$ cat src/rtl/lut_config_loader.sv
// -----------------------------------------------------------------------------
// lut_config_loader
//
// Feeds the LUT configuration latches from a serial bitstream. Bits arrive
// LSB-first over a valid/ready handshake and are assembled into MEM_SIZE-bit
// words. Each finished word is presented on the shared config_out bus while
// the matching one-hot cen_out bit pulses for one cycle. LUTs are loaded in
// order 0..NUM_LUTS-1, then done pulses once for the whole frame.
//
// Ports
//   cclk        in   1         config clock, all state on the rising edge
//   crst        in   1         synchronous active-high reset
//   start       in   1         begin a frame (only honoured in IDLE)
//   bit_in      in   1         serial config bit
//   bit_valid   in   1         bit_in is valid
//   bit_ready   out  1         a bit is accepted this cycle when valid
//   config_out  out  MEM_SIZE  deserialized word (shared LUT config bus)
//   cen_out     out  NUM_LUTS  one-hot per-LUT config enable, 1-cycle pulse
//   busy        out  1         frame in progress (SHIFT/LOAD/DONE)
//   done        out  1         1-cycle pulse when the frame is complete
// -----------------------------------------------------------------------------
module lut_config_loader #(
    parameter int INPUTS   = 4,
    parameter int MEM_SIZE = 32'd1 << INPUTS,
    parameter int NUM_LUTS = 4
) (
    input  logic                cclk,
    input  logic                crst,
    input  logic                start,
    input  logic                bit_in,
    input  logic                bit_valid,
    output logic                bit_ready,
    output logic [MEM_SIZE-1:0] config_out,
    output logic [NUM_LUTS-1:0] cen_out,
    output logic                busy,
    output logic                done
);

    localparam int BW = (MEM_SIZE > 1) ? $clog2(MEM_SIZE) : 1;
    localparam int LW = (NUM_LUTS > 1) ? $clog2(NUM_LUTS) : 1;

    localparam logic [BW-1:0]       BIT_LAST = BW'(MEM_SIZE - 1);
    localparam logic [LW-1:0]       LUT_LAST = LW'(NUM_LUTS - 1);
    localparam logic [MEM_SIZE-1:0] MEM_ONE  = MEM_SIZE'(1'b1);
    localparam logic [NUM_LUTS-1:0] LUT_ONE  = NUM_LUTS'(1'b1);

    typedef enum logic [1:0] {
        S_IDLE  = 2'd0,
        S_SHIFT = 2'd1,
        S_LOAD  = 2'd2,
        S_DONE  = 2'd3
    } state_e;

    state_e              state_q,     state_d;
    logic [BW-1:0]       bit_cnt_q,   bit_cnt_d;
    logic [LW-1:0]       lut_idx_q,   lut_idx_d;
    logic [MEM_SIZE-1:0] config_q,    config_d;
    logic [NUM_LUTS-1:0] cen_q,       cen_d;
    logic                bit_ready_q, bit_ready_d;
    logic                busy_q,      busy_d;
    logic                done_q,      done_d;

    logic                xfer_s;
    logic [MEM_SIZE-1:0] bit_mask_s;

    // A transfer needs the registered ready that the source actually saw.
    assign xfer_s     = (state_q == S_SHIFT) && bit_ready_q && bit_valid;
    assign bit_mask_s = MEM_ONE << bit_cnt_q;

    // Next-state, counter and word-assembly logic.
    always_comb begin
        state_d   = state_q;
        bit_cnt_d = bit_cnt_q;
        lut_idx_d = lut_idx_q;
        config_d  = config_q;
        case (state_q)
            S_IDLE: begin
                if (start) begin
                    state_d   = S_SHIFT;
                    bit_cnt_d = '0;
                    lut_idx_d = '0;
                end else begin
                    state_d = S_IDLE;
                end
            end
            S_SHIFT: begin
                if (xfer_s) begin
                    // k-th accepted bit of the word lands in bit k.
                    config_d = (config_q & ~bit_mask_s) | ({MEM_SIZE{bit_in}} & bit_mask_s);
                    if (bit_cnt_q == BIT_LAST) begin
                        state_d   = S_LOAD;
                        bit_cnt_d = '0;
                    end else begin
                        bit_cnt_d = bit_cnt_q + BW'(1'b1);
                    end
                end else begin
                    state_d = S_SHIFT;
                end
            end
            S_LOAD: begin
                if (lut_idx_q == LUT_LAST) begin
                    state_d = S_DONE;
                end else begin
                    lut_idx_d = lut_idx_q + LW'(1'b1);
                    state_d   = S_SHIFT;
                end
            end
            S_DONE: begin
                state_d = S_IDLE;
            end
            default: begin
                state_d = S_IDLE;
            end
        endcase
    end

    // Output lookahead: outputs are decoded from the next state so the
    // registered versions line up with the state they describe.
    always_comb begin
        // The first SHIFT cycle after start is an arming cycle: ready rises
        // one cycle later, so a frame always begins with ready low.
        bit_ready_d = (state_d == S_SHIFT) && (state_q != S_IDLE);
        busy_d      = (state_d != S_IDLE);
        done_d      = (state_d == S_DONE);
        if (state_d == S_LOAD) begin
            cen_d = LUT_ONE << lut_idx_q;
        end else begin
            cen_d = '0;
        end
    end

    // State, counters and registered outputs; reset overrides everything.
    always_ff @(posedge cclk) begin
        if (crst) begin
            state_q     <= S_IDLE;
            bit_cnt_q   <= '0;
            lut_idx_q   <= '0;
            config_q    <= '0;
            cen_q       <= '0;
            bit_ready_q <= 1'b0;
            busy_q      <= 1'b0;
            done_q      <= 1'b0;
        end else begin
            state_q     <= state_d;
            bit_cnt_q   <= bit_cnt_d;
            lut_idx_q   <= lut_idx_d;
            config_q    <= config_d;
            cen_q       <= cen_d;
            bit_ready_q <= bit_ready_d;
            busy_q      <= busy_d;
            done_q      <= done_d;
        end
    end

    assign bit_ready  = bit_ready_q;
    assign config_out = config_q;
    assign cen_out    = cen_q;
    assign busy       = busy_q;
    assign done       = done_q;

endmodule

$ cat config.mk
export PLATFORM = sky130hd
export DESIGN_NAME = lut_config_loader
export DESIGN_NICKNAME = d
export VERILOG_FILES = /design/src/rtl/lut_config_loader.sv
export SDC_FILE = /design/constraint.sdc
export NUM_CORES = 1
export LEC_CHECK = 0
export BUFFER_PORTS_ARGS = -buffer_cell sky130_fd_sc_hd__buf_2
export CAP_MARGIN = 10
export CORE_MARGIN = 5
export CORE_UTILIZATION = 48
export CTS_CLUSTER_DIAMETER = 40
export DETAILED_ROUTE_END_ITERATION = 6
export PLACE_DENSITY = 0.71
export SLEW_MARGIN = 20
export SYNTH_ARGS = -nofsm -noshare
export SYNTH_HDL_FRONTEND = slang
export SYNTH_SLANG_ARGS = --single-unit
$ cat constraint.sdc
create_clock -name cclk -period 1.2 [get_ports cclk]
set_clock_uncertainty 0.05 [all_clocks]
set_input_delay 0.24 -clock cclk [delete_from_list [all_inputs] [get_ports cclk]]
set_output_delay 0.24 -clock cclk [all_outputs]
set_load 0.005 [all_outputs]
; ---- After elaboration in Yosys (flattened, before gate mapping)
; Index checks and enable logic that the tools add are counted.
[op_classes]
add_sub_neg = 2
eq_ne = 11
shifts = 2
mux = 12
bitwise_logic = 5
reduce_logical = 12
[op_table]
columns = operator, count
row1 = AND 16 bit, 2
row2 = inverter 16 bit, 1
row3 = bitwise OR 16 bit, 1
row4 = << shifter 1 x 4 -> 16 bit (first input constant), 1
row5 = 2-to-1 mux 4 bit, 3
row6 = equality test 2 bit (second input constant), 5
row7 = 2-to-1 mux 2 bit, 5
row8 = one-hot mux 2 bit (4 select lines), 1
row9 = one-hot mux 4 bit (2 select lines), 1
row10 = nonzero test 2 bit, 4
row11 = inequality test 2 bit (second input constant), 3
row12 = AND reduction 3 bit, 2
row13 = adder 4 x 1 -> 4 bit (second input constant), 1
row14 = equality test 2 x 1 -> 1 bit (second input constant), 2
row15 = equality test 4 bit (second input constant), 1
row16 = one-hot mux 2 bit (2 select lines), 1
row17 = << shifter 1 x 2 -> 4 bit (first input constant), 1
row18 = logical AND 1 bit, 3
row19 = adder 2 x 1 -> 2 bit (second input constant), 1
row20 = zero test 2 bit, 1
row21 = AND reduction 2 bit, 1
row22 = OR reduction 2 bit, 1
row23 = 2-to-1 mux 1 bit, 1
row24 = inverter 1 bit, 1
[totals]
reg_bits = 31
in_bits = 5
output_inout_bits = 23
elab_cells = 52

; ---- Logic depth before layout (Yosys ltp)
[depth]
word_depth = 8
ltp_mapped = 6

; ---- Worst setup path before layout
; No wires, ideal clock.
[synth_path]
path_type = reg2reg
start = reg bit_cnt_q[0]
end = reg cen_q[1], in the netlist cen_out[1]
setup_ps = 92
t_arrival_ps = 1165
t_required_ps = 1058
path_slack_ps = -107
path_stages_with_launch = 5
n_path_buf = 0
period_less_slack_ps = 1307
path_cell_list = dfxtp_1 ha_1 nand3_1 o21a_1 nor4_1
[synth_via]
elab_chain_cells = 7
[synth_lines]
columns = item, line
row1 = "start, declared", 55  ; logic [BW-1:0] bit_cnt_q, bit_cnt_d;
row2 = "start signal, assigned", 145  ; bit_cnt_q <= bit_cnt_d;
row3 = equality test 4 bit, 90  ; if (bit_cnt_q == BIT_LAST) begin
row4 = 2-to-1 mux 2 bit, 90
row5 = 2-to-1 mux 2 bit, 87  ; if (xfer_s) begin
row6 = one-hot mux 2 bit (4 select lines), 76  ; case (state_q)
row7 = equality test 2 bit, 125  ; if (state_d == S_LOAD) begin
row8 = inverter 1 bit (no line), -
row9 = OR reduction 2 bit (no line), -
row10 = "end signal, assigned", 148  ; cen_q <= cen_d;
row11 = "end, declared", 58  ; logic [NUM_LUTS-1:0] cen_q, cen_d;
; No other way between the ends.
; A chain may end at the register's enable or synchronous reset.

==> results.sh <==
export IMPL_cp_slowest_stage_delay_ps=360
export IMPL_p_seq_frac=0.537
export IMPL_worstPathMaxFanout=19
export IMPL_core_sq_um=3000
export IMPL_area_growth_synth_to_final_pct=31.2
export IMPL_grt_setup_unrepaired="yes"
export IMPL_timing_critical_path_arrival_ps=1410
export IMPL_clock_path_buffers=2
export IMPL_netlist_area_sq_um=1480
export IMPL_netSwitchingFraction=0.227
export IMPL_final_critical_path_setup_slack_ps=-56.7
export IMPL_vdd_ir_drop_max_v=0.000765
export IMPL_core_rowCount=20
export IMPL_power_per_cell_area_nw_per_um2=998
export IMPL_holdBufCountCts=0
export IMPL_slew_headroom=0.616
export IMPL_cell_count_final_fillers_out=230
export IMPL_p_leak_nw=0.881
export IMPL_detail_route_vias_per_cell=5.34
export IMPL_route_antenna_remaining_nets=0
export IMPL_ioPinCount=28
export IMPL_power_switching_w=0.000438
export IMPL_worst_setup_hold_path_clk_slew_ps=100
export IMPL_grt_start_max_net_pins=33
export IMPL_area_taken_by_multi_input_logic_gates_sq_um=890
export IMPL_global_router_s_overall_resource_usage=0.165
export IMPL_cts_tree="built"
export IMPL_detailed_place_hpwl_mm=2.25
export IMPL_die_h_microns=65.5
export IMPL_power_share_clock=0.397
export IMPL_maxCapViolations=0
export IMPL_overall_die_area_sq_um=4290
export IMPL_startpoint_class="register"
export IMPL_grt_first_pass_wirelength_mm=5.63
export IMPL_timing_setup_critical_path_class="reg -> reg"
export IMPL_cell_type_contributing_the_most_total_cell_area_after_synthesis="sky130_fd_sc_hd__dfxtp_1"
export IMPL_drt_total_wl_mm=3.11
export IMPL_tightestPinTransition_ps=576
export IMPL_residual_drc=0
export IMPL_antenna_cells_inserted=0
export IMPL_clockRootBuffer="sky130_fd_sc_hd__clkbuf_4"
export IMPL_worst_setup_path_end_kind="register"
export IMPL_synth_top_cells_by_area="sky130_fd_sc_hd__dfxtp_1 (42%), sky130_fd_sc_hd__mux2i_1 (11%), sky130_fd_sc_hd__nand2b_1 (8.0%), sky130_fd_sc_hd__nand3_1 (6.1%), sky130_fd_sc_hd__ha_1 (5.9%)"
export IMPL_post_route_period_util=1.05
export IMPL_synthesis_nets=169
export IMPL_path_delay_family="simple AND/OR/NAND/NOR gates"
export IMPL_avgRoutedWirePerCell_microns=13.5
export IMPL_report_final_hold_viol_count=0
export IMPL_cellInternalPower_w=0.00150
export IMPL_failed_checks="setup timing"
export IMPL_worst_path_max_delay_cell="sky130_fd_sc_hd__dfxtp_2"
export IMPL_synth_cell_types=33
export IMPL_buffers_plus_inverters_on_the_worst_setup_path=1
export IMPL_fmaxAchievable_mhz=796
export IMPL_netlist_area_leader_share=0.420
export IMPL_cts_sink_count=31
export IMPL_via_count_of_the_routed_design=1228
export IMPL_dr_first_iter_drc_count=40
export IMPL_hp_class="in -> reg"
export IMPL_req_time_crit_path_ps=1350
export IMPL_avgSynthCellArea_sq_um=9.41
export IMPL_final_min_clock_period_ps=1260
export IMPL_run_status="complete, but fails checks"
export IMPL_grt_antenna_before_repair=0
export IMPL_global_route_overflow_total=0
export IMPL_first_global_vias=1268
export IMPL_chipWidth_microns=65.5
export IMPL_initial_utilization=0.492
export IMPL_drt_pass1_iterations=4
export IMPL_area_occupied_by_registers_sq_um=636
export IMPL_worstPathCellList="and4b_1 -> buf_12 -> nand4_1 -> mux2i_1"
export IMPL_place_congestion=0.810
export IMPL_final_setup_viol_count=18
export IMPL_clk_insertion_delay_late_ps=330
export IMPL_design_final_nets=208
export IMPL_mostFrequentLayoutCell="sky130_fd_sc_hd__buf_2"
export IMPL_cts_buffers_inserted=5
export IMPL_clock_tree_htree_level_count=2
export IMPL_post_synth_inst_count=157
export IMPL_post_route_cells_drive_above_1_share=0.396
export IMPL_commonest_cells_after_routing_fill_and_taps_aside="sky130_fd_sc_hd__buf_2 (27), sky130_fd_sc_hd__dfxtp_1 (23), sky130_fd_sc_hd__nand2b_1 (19)"
export IMPL_fillers=261
export IMPL_post_cts_buffers=0
export IMPL_synth_ff_latch_count=31
export IMPL_ff2ff_setup_slack_ps=-60
export IMPL_placement_io_buffers=27
export IMPL_p_comb_frac=0.066
export IMPL_synth_yosys_warnings=0
export IMPL_sequential_cell_area_fraction_in_the_yosys_report=0.420
export IMPL_totalPowerFinal_w=0.00194
export IMPL_numPlacedInstances=222
export IMPL_max_slew_violation_count=0
## stage by stage
stage | worst slack [ps] | hold slack, ps | setup TNS [ps] | util | instance area (sq um)
5_1_grt | -114 | 233 | -1750 | 0.646 | 1940
6_report | -56.7 | 248 | -543 | 0.646 | 1940
3_5_place_dp | -89.5 | 415 | -1100 | 0.588 | 1760
3_3_place_gp | -52.0 | 407 | -346 | 0.588 | 1760
4_1_cts | -54.1 | 220 | -439 | 0.630 | 1890
2_1_floorplan | 1.61 | 374 | 0 | - | 1500
## per-layer routing
layer	part of all wire	GRT usage	routed length [microns]	vias to the layer above
li1	-	-	-	626
met1	0.43	0.178	1350	570
met4	0.0093	0.0466	29	0
met2	0.51	0.306	1600	27
met5	0	0	0	-
met3	0.042	0.0530	132	5
## logic make-up (layout without fill, tap and decap cells)
| family | Yosys count | after routing | synth area share |
|---|---|---|---|
| flops | 31 | 31 | 0.420 |
| compound gates | 15 | 15 | 0.0601 |
| mux | 16 | 16 | 0.108 |
| fa+ha+maj | 7 | 7 | 0.0593 |
| simple gates | 74 | 74 | 0.303 |
| buf+inv | 14 | 54 | 0.0491 |
## area by class of cell
class	count	area share
Inverter	3	0.00581
Clock buffer	7	0.0394
Sequential cell	31	0.328
Tap cell	33	0.0213
Clock inverter	1	0.00258
Timing Repair Buffer	43	0.145
Multi-Input combinational cell	112	0.459
## tightest hold or removal path: cells and delay by family
| family | cells | cell delay (ps) |
|---|---|---|
| buf+inv | 2 | 290 |
| compound gates | 1 | 50 |
## timing repair
action	4_1_cts	5_1_grt
gates resized for setup	13	12
endpoints found under the setup margin	25	26
pin swaps	6	5
## path summary, 6_finish.rpt
path | startpoint | end | depth (start not counted)
worst max-delay path | state_q[1] | register | 4
worst min-delay path | crst | lut_idx_q[1] | 3
worst max register to register | state_q[1] | register | 4
worst min register to register | register | register | 2
## synth_stat cells (all sizes together)
cell type	instances
a211oi	2
a21oi	6
a31oi	1
and2	2
and2b	1
and4b	1
buf	7
clkbuf	4
dfxtp	31
ha	7
inv	3
mux2i	16
nand2	4
nand2b	19
nand3	18
nand3b	3
nand4	4
nand4b	2
nor2	8
nor2b	2
nor3	3
nor3b	1
nor4	3
nor4b	1
o21a	1
o21ai	3
o21bai	1
o31ai	1
or3	1
or3b	1
## power by group through the flow
stage | combinational (W) | clock (W) | sequential (W)
global placement | 0.000114 | 0 | 0.00106
floorplan | 0.0000698 | 0 | 0.00107
global route | 0.000141 | 0.000862 | 0.00104
detailed placement | 0.000117 | 0 | 0.00106
CTS | 0.000122 | 0.000790 | 0.00104
finish | 0.000129 | 0.000768 | 0.00104
(Power assumes the default switching activity.)
